==> src/rtl/inst_fetch_unit.sv <==
// -----------------------------------------------------------------------------
// inst_fetch_unit
// Instruction fetch stage for the single-cycle RV32I core. The unit takes the
// core PC, runs one valid/ready read on the instruction-memory bus and returns
// the instruction word with a one-cycle valid pulse. Misaligned PCs, bus error
// responses and response timeouts come back as NOP with an error code.
//
// Optional feature (macro IFU_LAST_HIT_EN): single-entry last-fetch buffer.
// When the macro is defined, an aligned fetch whose PC matches the buffered
// tag returns the buffered word without touching the bus.
//
// Ports:
//   clk, reset        clock, synchronous active-low reset
//   pc_in, fetch_req  fetch address and request from the core (IDLE only)
//   flush             discard the outstanding fetch
//   inst_out          fetched word, held until the next inst_valid
//   inst_valid        one-cycle pulse, fetch_err qualifies it
//   err_code          0 ok, 1 misaligned, 2 bus error, 3 timeout
//   busy              FSM not in IDLE
//   imem_ar*          read address channel (arvalid/araddr out, arready in)
//   imem_r*           read data channel (rvalid/rdata/rresp in, rready out)
// -----------------------------------------------------------------------------
module inst_fetch_unit #(
    parameter int                ADDR_W   = 32,
    parameter int                DATA_W   = 32,
    parameter int                TIMEOUT  = 255,
    parameter logic [DATA_W-1:0] NOP_INST = 32'h00000013
) (
    input  logic              clk,
    input  logic              reset,
    input  logic [ADDR_W-1:0] pc_in,
    input  logic              fetch_req,
    input  logic              flush,
    output logic [DATA_W-1:0] inst_out,
    output logic              inst_valid,
    output logic              fetch_err,
    output logic [1:0]        err_code,
    output logic              busy,
    output logic              imem_arvalid,
    output logic [ADDR_W-1:0] imem_araddr,
    input  logic              imem_arready,
    input  logic              imem_rvalid,
    input  logic [DATA_W-1:0] imem_rdata,
    input  logic [1:0]        imem_rresp,
    output logic              imem_rready
);

    localparam logic [2:0] S_IDLE  = 3'd0;
    localparam logic [2:0] S_ADDR  = 3'd1;
    localparam logic [2:0] S_DATA  = 3'd2;
    localparam logic [2:0] S_RESP  = 3'd3;
    localparam logic [2:0] S_DRAIN = 3'd4;

    logic [2:0]        r_state;
    logic [7:0]        r_cnt;
    logic              r_drop;
    logic [DATA_W-1:0] r_inst;
    logic              r_vld;
    logic              r_ferr;
    logic [1:0]        r_ecode;
    logic              r_arvalid;
    logic [ADDR_W-1:0] r_araddr;
    logic              r_rready;
    logic              r_busy;

    // A flush in the same cycle as the data beat already counts as a drop.
    logic w_drop;
    logic w_rsp_ok;
    assign w_drop   = r_drop | flush;
    assign w_rsp_ok = (imem_rresp == 2'b00);

`ifdef IFU_LAST_HIT_EN
    logic [ADDR_W-1:0] r_lh_tag;
    logic [DATA_W-1:0] r_lh_data;
    logic              r_lh_vld;
    logic              w_lh_hit;

    // A flush in the hit cycle wins: the buffer is being invalidated.
    assign w_lh_hit = r_lh_vld && (pc_in == r_lh_tag) && !flush;

    always_ff @(posedge clk) begin
        if (!reset) begin
            r_lh_vld  <= 1'b0;
            r_lh_tag  <= '0;
            r_lh_data <= '0;
        end else if (flush) begin
            r_lh_vld <= 1'b0;
        end else if (r_state == S_DATA && imem_rvalid && w_rsp_ok && !r_drop) begin
            r_lh_vld  <= 1'b1;
            r_lh_tag  <= r_araddr;
            r_lh_data <= imem_rdata;
        end
    end
`endif

    // The valid pulse and the returned word are registered on entry to
    // RESP (or the first DRAIN cycle), so they appear together.
    always_ff @(posedge clk) begin
        if (!reset) begin
            r_state   <= S_IDLE;
            r_cnt     <= '0;
            r_drop    <= 1'b0;
            r_inst    <= NOP_INST;
            r_vld     <= 1'b0;
            r_ferr    <= 1'b0;
            r_ecode   <= 2'd0;
            r_arvalid <= 1'b0;
            r_araddr  <= '0;
            r_rready  <= 1'b0;
            r_busy    <= 1'b0;
        end else begin
            r_vld  <= 1'b0;
            r_ferr <= 1'b0;
            case (r_state)
                S_IDLE: begin
                    r_drop <= 1'b0;
                    if (fetch_req) begin
                        r_busy <= 1'b1;
                        if (pc_in[1:0] != 2'b00) begin
                            r_inst  <= NOP_INST;
                            r_ecode <= 2'd1;
                            r_vld   <= 1'b1;
                            r_ferr  <= 1'b1;
                            r_state <= S_RESP;
`ifdef IFU_LAST_HIT_EN
                        end else if (w_lh_hit) begin
                            r_inst  <= r_lh_data;
                            r_ecode <= 2'd0;
                            r_vld   <= 1'b1;
                            r_state <= S_RESP;
`endif
                        end else begin
                            r_araddr  <= pc_in;
                            r_arvalid <= 1'b1;
                            r_state   <= S_ADDR;
                        end
                    end
                end
                S_ADDR: begin
                    // The request cannot be withdrawn; flush only marks it.
                    if (flush) r_drop <= 1'b1;
                    if (imem_arready) begin
                        r_arvalid <= 1'b0;
                        r_rready  <= 1'b1;
                        r_cnt     <= '0;
                        r_state   <= S_DATA;
                    end
                end
                S_DATA: begin
                    if (flush) r_drop <= 1'b1;
                    if (imem_rvalid) begin
                        r_rready <= 1'b0;
                        r_state  <= S_RESP;
                        if (!w_drop) begin
                            r_inst  <= w_rsp_ok ? imem_rdata : NOP_INST;
                            r_ecode <= w_rsp_ok ? 2'd0 : 2'd2;
                            r_vld   <= 1'b1;
                            r_ferr  <= !w_rsp_ok;
                        end
                    end else if (r_cnt == 8'(TIMEOUT - 1)) begin
                        // rready stays high: the late beat is swallowed in DRAIN.
                        r_state <= S_DRAIN;
                        if (!w_drop) begin
                            r_inst  <= NOP_INST;
                            r_ecode <= 2'd3;
                            r_vld   <= 1'b1;
                            r_ferr  <= 1'b1;
                        end
                    end else begin
                        r_cnt <= r_cnt + 8'd1;
                    end
                end
                S_RESP: begin
                    r_drop  <= 1'b0;
                    r_busy  <= 1'b0;
                    r_state <= S_IDLE;
                end
                S_DRAIN: begin
                    if (imem_rvalid) begin
                        r_rready <= 1'b0;
                        r_drop   <= 1'b0;
                        r_busy   <= 1'b0;
                        r_state  <= S_IDLE;
                    end
                end
                default: begin
                    r_arvalid <= 1'b0;
                    r_rready  <= 1'b0;
                    r_busy    <= 1'b0;
                    r_state   <= S_IDLE;
                end
            endcase
        end
    end

    assign inst_out     = r_inst;
    assign inst_valid   = r_vld;
    assign fetch_err    = r_ferr;
    assign err_code     = r_ecode;
    assign busy         = r_busy;
    assign imem_arvalid = r_arvalid;
    assign imem_araddr  = r_araddr;
    assign imem_rready  = r_rready;

endmodule

==> config.mk <==
export PLATFORM = sky130hd
export DESIGN_NAME = inst_fetch_unit
export DESIGN_NICKNAME = d
export VERILOG_FILES = /design/src/rtl/inst_fetch_unit.sv
export SDC_FILE = /design/constraint.sdc
export NUM_CORES = 1
export LEC_CHECK = 0
export BUFFER_PORTS_ARGS = -buffer_cell sky130_fd_sc_hd__buf_2
export CAP_MARGIN = 20
export CORE_MARGIN = 4
export CORE_UTILIZATION = 45
export CTS_BUF_LIST = sky130_fd_sc_hd__clkbuf_4 sky130_fd_sc_hd__clkbuf_8
export DETAILED_ROUTE_END_ITERATION = 8
export PLACE_DENSITY = 0.86
export SETUP_SLACK_MARGIN = 0.02
export SYNTH_ARGS = -nofsm -noshare
export SYNTH_HDL_FRONTEND = slang
export SYNTH_SLANG_ARGS = --single-unit
export TNS_END_PERCENT = 30
==> constraint.sdc <==
create_clock -name clk -period 1.7 [get_ports clk]
set_input_delay 0.255 -clock clk [delete_from_list [all_inputs] [get_ports clk]]
set_output_delay 0.255 -clock clk [all_outputs]
set_load 0.005 [all_outputs]
==> out/qor.yml <==
run_status:
  status: "finished, final reports clean"
power:
  ir_drop_v: 0.000510
  p_leak_nw: 2.08
  power.total_w: 0.00459
  p_per_area_nw_per_um2: 970
yosys:
  synth_flop_cell: "dfxtp_1"
  synth-edff-count: 0
  yosysSeqAreaShare: 0.485
  async_flop_share: 0
  ys_warn_count: 0
  syn_nets: 473
  synth_mux_area_frac: 0.0965
  synth_compound_area_frac: 0.136
  syn-instance-count: 399
  synth_cell_types: 43
  synthSimpleGateAreaFrac: 0.223
  ys_ff_latch: 83
  synth_area_um2: 3420
  syn_avg_cell_area_um2: 8.58
  synth_top_family_by_area: "simple AND/OR/NAND/NOR gates"
  synth_fa_ha_area_frac: 0.00731
  synth_xor_area_frac: 0.00256
floorplan:
  initial_utilization: 0.467
  row_count: 31
  fp.dieW_um: 95.2
  die_area_um2: 9070
  chipHeight_um: 95.2
  io_pins: 143
  core_um2: 7330
timing:
  fmax_mhz: 614
  relSlewSlack: 0.724
  report.final.slew_viol_count: 0
  layout_setup_ws_ns: 0.0704
  clock_skew_ns: 0.00646
  min_period_ns: 1.63
  post-route-period-util: 0.959
  hold_viol: 0
  tns_ns: 0
  setup_viol: 0
  worst_pin_slew_ns: 0.414
  rsz0062_at_grt: "yes"
routing:
  wl_met2_um: 5090
  avgRoutedWirePerCell_um: 14.3
  ant_nets: 0
  initialDrtViolationCount: 155
  via_per_inst: 5.03
  met3WireLength_um: 533
  wl_met1_um: 3630
  finalWirelength_um: 9500
  vias: 3329
  dr.pass1.iters: 4
  post-route-drc-count: 0
  routed.top_layer: "met4"
grt:
  antenna_found_initial: 0
  gr-usage-all-layers: 0.201
  first_global_vias: 3213
  grt_max_degree: 42
  overflow: 0
  grt_first_pass_wirelength_um: 14500
final_layout:
  seq_area_um2: 1660
  instances_no_fill: 662
  finalNetCount: 632
  final_util: 0.646
  drive_above_1_share: 0.369
  syn_to_final_growth_pct: 38.2
  diodes: 0
  nFillCells: 596
  multiInputGateArea_um2: 1660
place:
  dp_cells: 641
  portBuffers: 142
  finalWeightedCongestion: 0.923
  dp_slack_ns: -0.0727
  place_hpwl_um: 6900
critical_path:
  crit_path_end_kind: "flop"
  crit_chain: "inv_1 -> ha_2 -> nand3_4 -> o2111ai_4 -> buf_6 -> a2111oi_2 -> mux2i_1"
  critPathRequiredTime_ns: 1.98
  crit_path_max_incr_delay_ns: 0.37
  critPathBufInv: 2
  arrival_ns: 1.91
  cp-start-kind: "flop"
  critPathMaxFanout: 3
  cp_top_family: "compound AO/OA/AOI/OAI gates"
  criticalPathCategory: "reg -> reg"
  critPathSlowestCell: "a2111oi_2"
clock_tree:
  cts_tree: "built"
  clk_pin_slew_ns: 0.09
  h-tree-depth: 3
  cts_buffers: 9
  holdBufCountCts: 0
  cts_sinks: 83
  clk_latency_ns: 0.35
  cts_max_path_buffers: 2
  ctsRootBufferMaster: "clkbuf_8"
run:
  cap_violations: 0
hold_path:
  hold_path.class: "in -> reg"
what timing repair did:
action,CTS,global route
endpoints found under the setup margin,26,70
cloned,0,1
setup buffers,1,3
gates resized for setup,7,13
pin swaps,0,2
cell usage after synthesis (2+ instances only):
cell type	instances	area share
buf_2	3	0.0044
nor3_1	4	0.0058
nand4_1	2	0.0037
o21ai_0	4	0.0058
nand2_1	130	0.14
a21oi_1	40	0.058
mux2i_1	33	0.096
a2111o_1	3	0.0099
o2111ai_1	3	0.0077
o31a_1	4	0.010
inv_1	5	0.0055
nand4b_1	3	0.0077
dfxtp_1	83	0.49
nand3_1	7	0.010
nor2_1	4	0.0044
buf_4	4	0.0088
o31ai_1	4	0.0088
and2_1	3	0.0055
o21a_1	2	0.0044
nand2b_1	6	0.011
clkbuf_1	18	0.020
a211oi_1	2	0.0044
o21ai_1	3	0.0044
ha_1	2	0.0073
nor2b_1	3	0.0055
and3_1	5	0.0091
buf_6	3	0.0099
final cells by class:
| cell class | instances | share of cell area |
|---|---|---|
| tap | 99 | 0.0262 |
| sequential | 83 | 0.352 |
| inverter | 5 | 0.00397 |
| timing repair buffer | 177 | 0.221 |
| clock inverter | 6 | 0.0188 |
| clock buffer | 10 | 0.0278 |
| multi-input combinational | 282 | 0.350 |
layout by cell type, fill, tap and decap left out, types with 2 or more instances in the layout:
cell,instances
buf_12,3
buf_6,5
and2_1,2
bufinv_16,2
clkinvlp_4,2
dfxtp_2,2
nand4b_1,3
o31a_1,4
o21ai_0,4
nand2b_1,6
dfxtp_1,81
nand3_1,6
and3_1,5
clkbuf_8,9
nor2b_1,3
nor2_1,4
mux2i_1,33
a21oi_1,40
buf_4,26
inv_1,5
o2111ai_1,2
o21ai_1,3
o31ai_1,4
buf_2,142
a211oi_2,2
nand2_1,130
nor3_1,4
o21a_1,2
nand4_1,2
a2111o_1,3
a2111oi_2,2
path summary, 6_finish.rpt:
kind                      to           start  cells past startpoint  slack (ns)
max reg2reg         r_cnt[7]        r_cnt[0]                      7        0.07
min reg2reg   imem_araddr[7]  imem_araddr[7]                      2        0.46
min          imem_araddr[21]       pc_in[21]                      3        0.13
max                 r_cnt[7]        r_cnt[0]                      7        0.07
tightest hold or removal path, delay by kind of cell:
family / cells / cell delay (ns)
AOI/OAI and AO/OA: 1 / 0.05
and+or+nand+nor: 1 / 0.04
buffers and inverters: 1 / 0.10
metrics by stage:
stage          hold slack (ns)  area (um2)
2_1_floorplan            0.337        3420
3_3_place_gp             0.438        4370
3_5_place_dp             0.446        4370
4_1_cts                  0.124        4630
5_1_grt                  0.127        4730
6_report                 0.131        4730
report_power, final:
group	switching, W	leakage, nW	internal (W)
Clock	0.000710	0.106	0.000846
Sequential	0.0000582	0.672	0.00202
Combinational	0.000482	1.30	0.000469
flip-flops by register name (all words and copies together), names as in the netlist:
register      count
inst_valid        1
r_drop            1
r_state           3
r_cnt             8
imem_rready       1
err_code          2
busy              1
fetch_err         1
inst_out         32
imem_arvalid      1
imem_araddr      32
routing by layer:
metal / track usage / up-vias
li1: - / 1672
met3: 0.0466 / 23
met5: 0 / -
met2: 0.349 / 86
met4: 0.0925 / 0
met1: 0.232 / 1548
cell families after synthesis:
family                     Yosys count
muxes                               33
DFF                                 83
buffers and inverters               34
and+or+nand+nor                    173
adders and majority gates            2
AOI/OAI and AO/OA                   73
xor gates and xnor gates             1
Power figures use the tool's default switching activity.
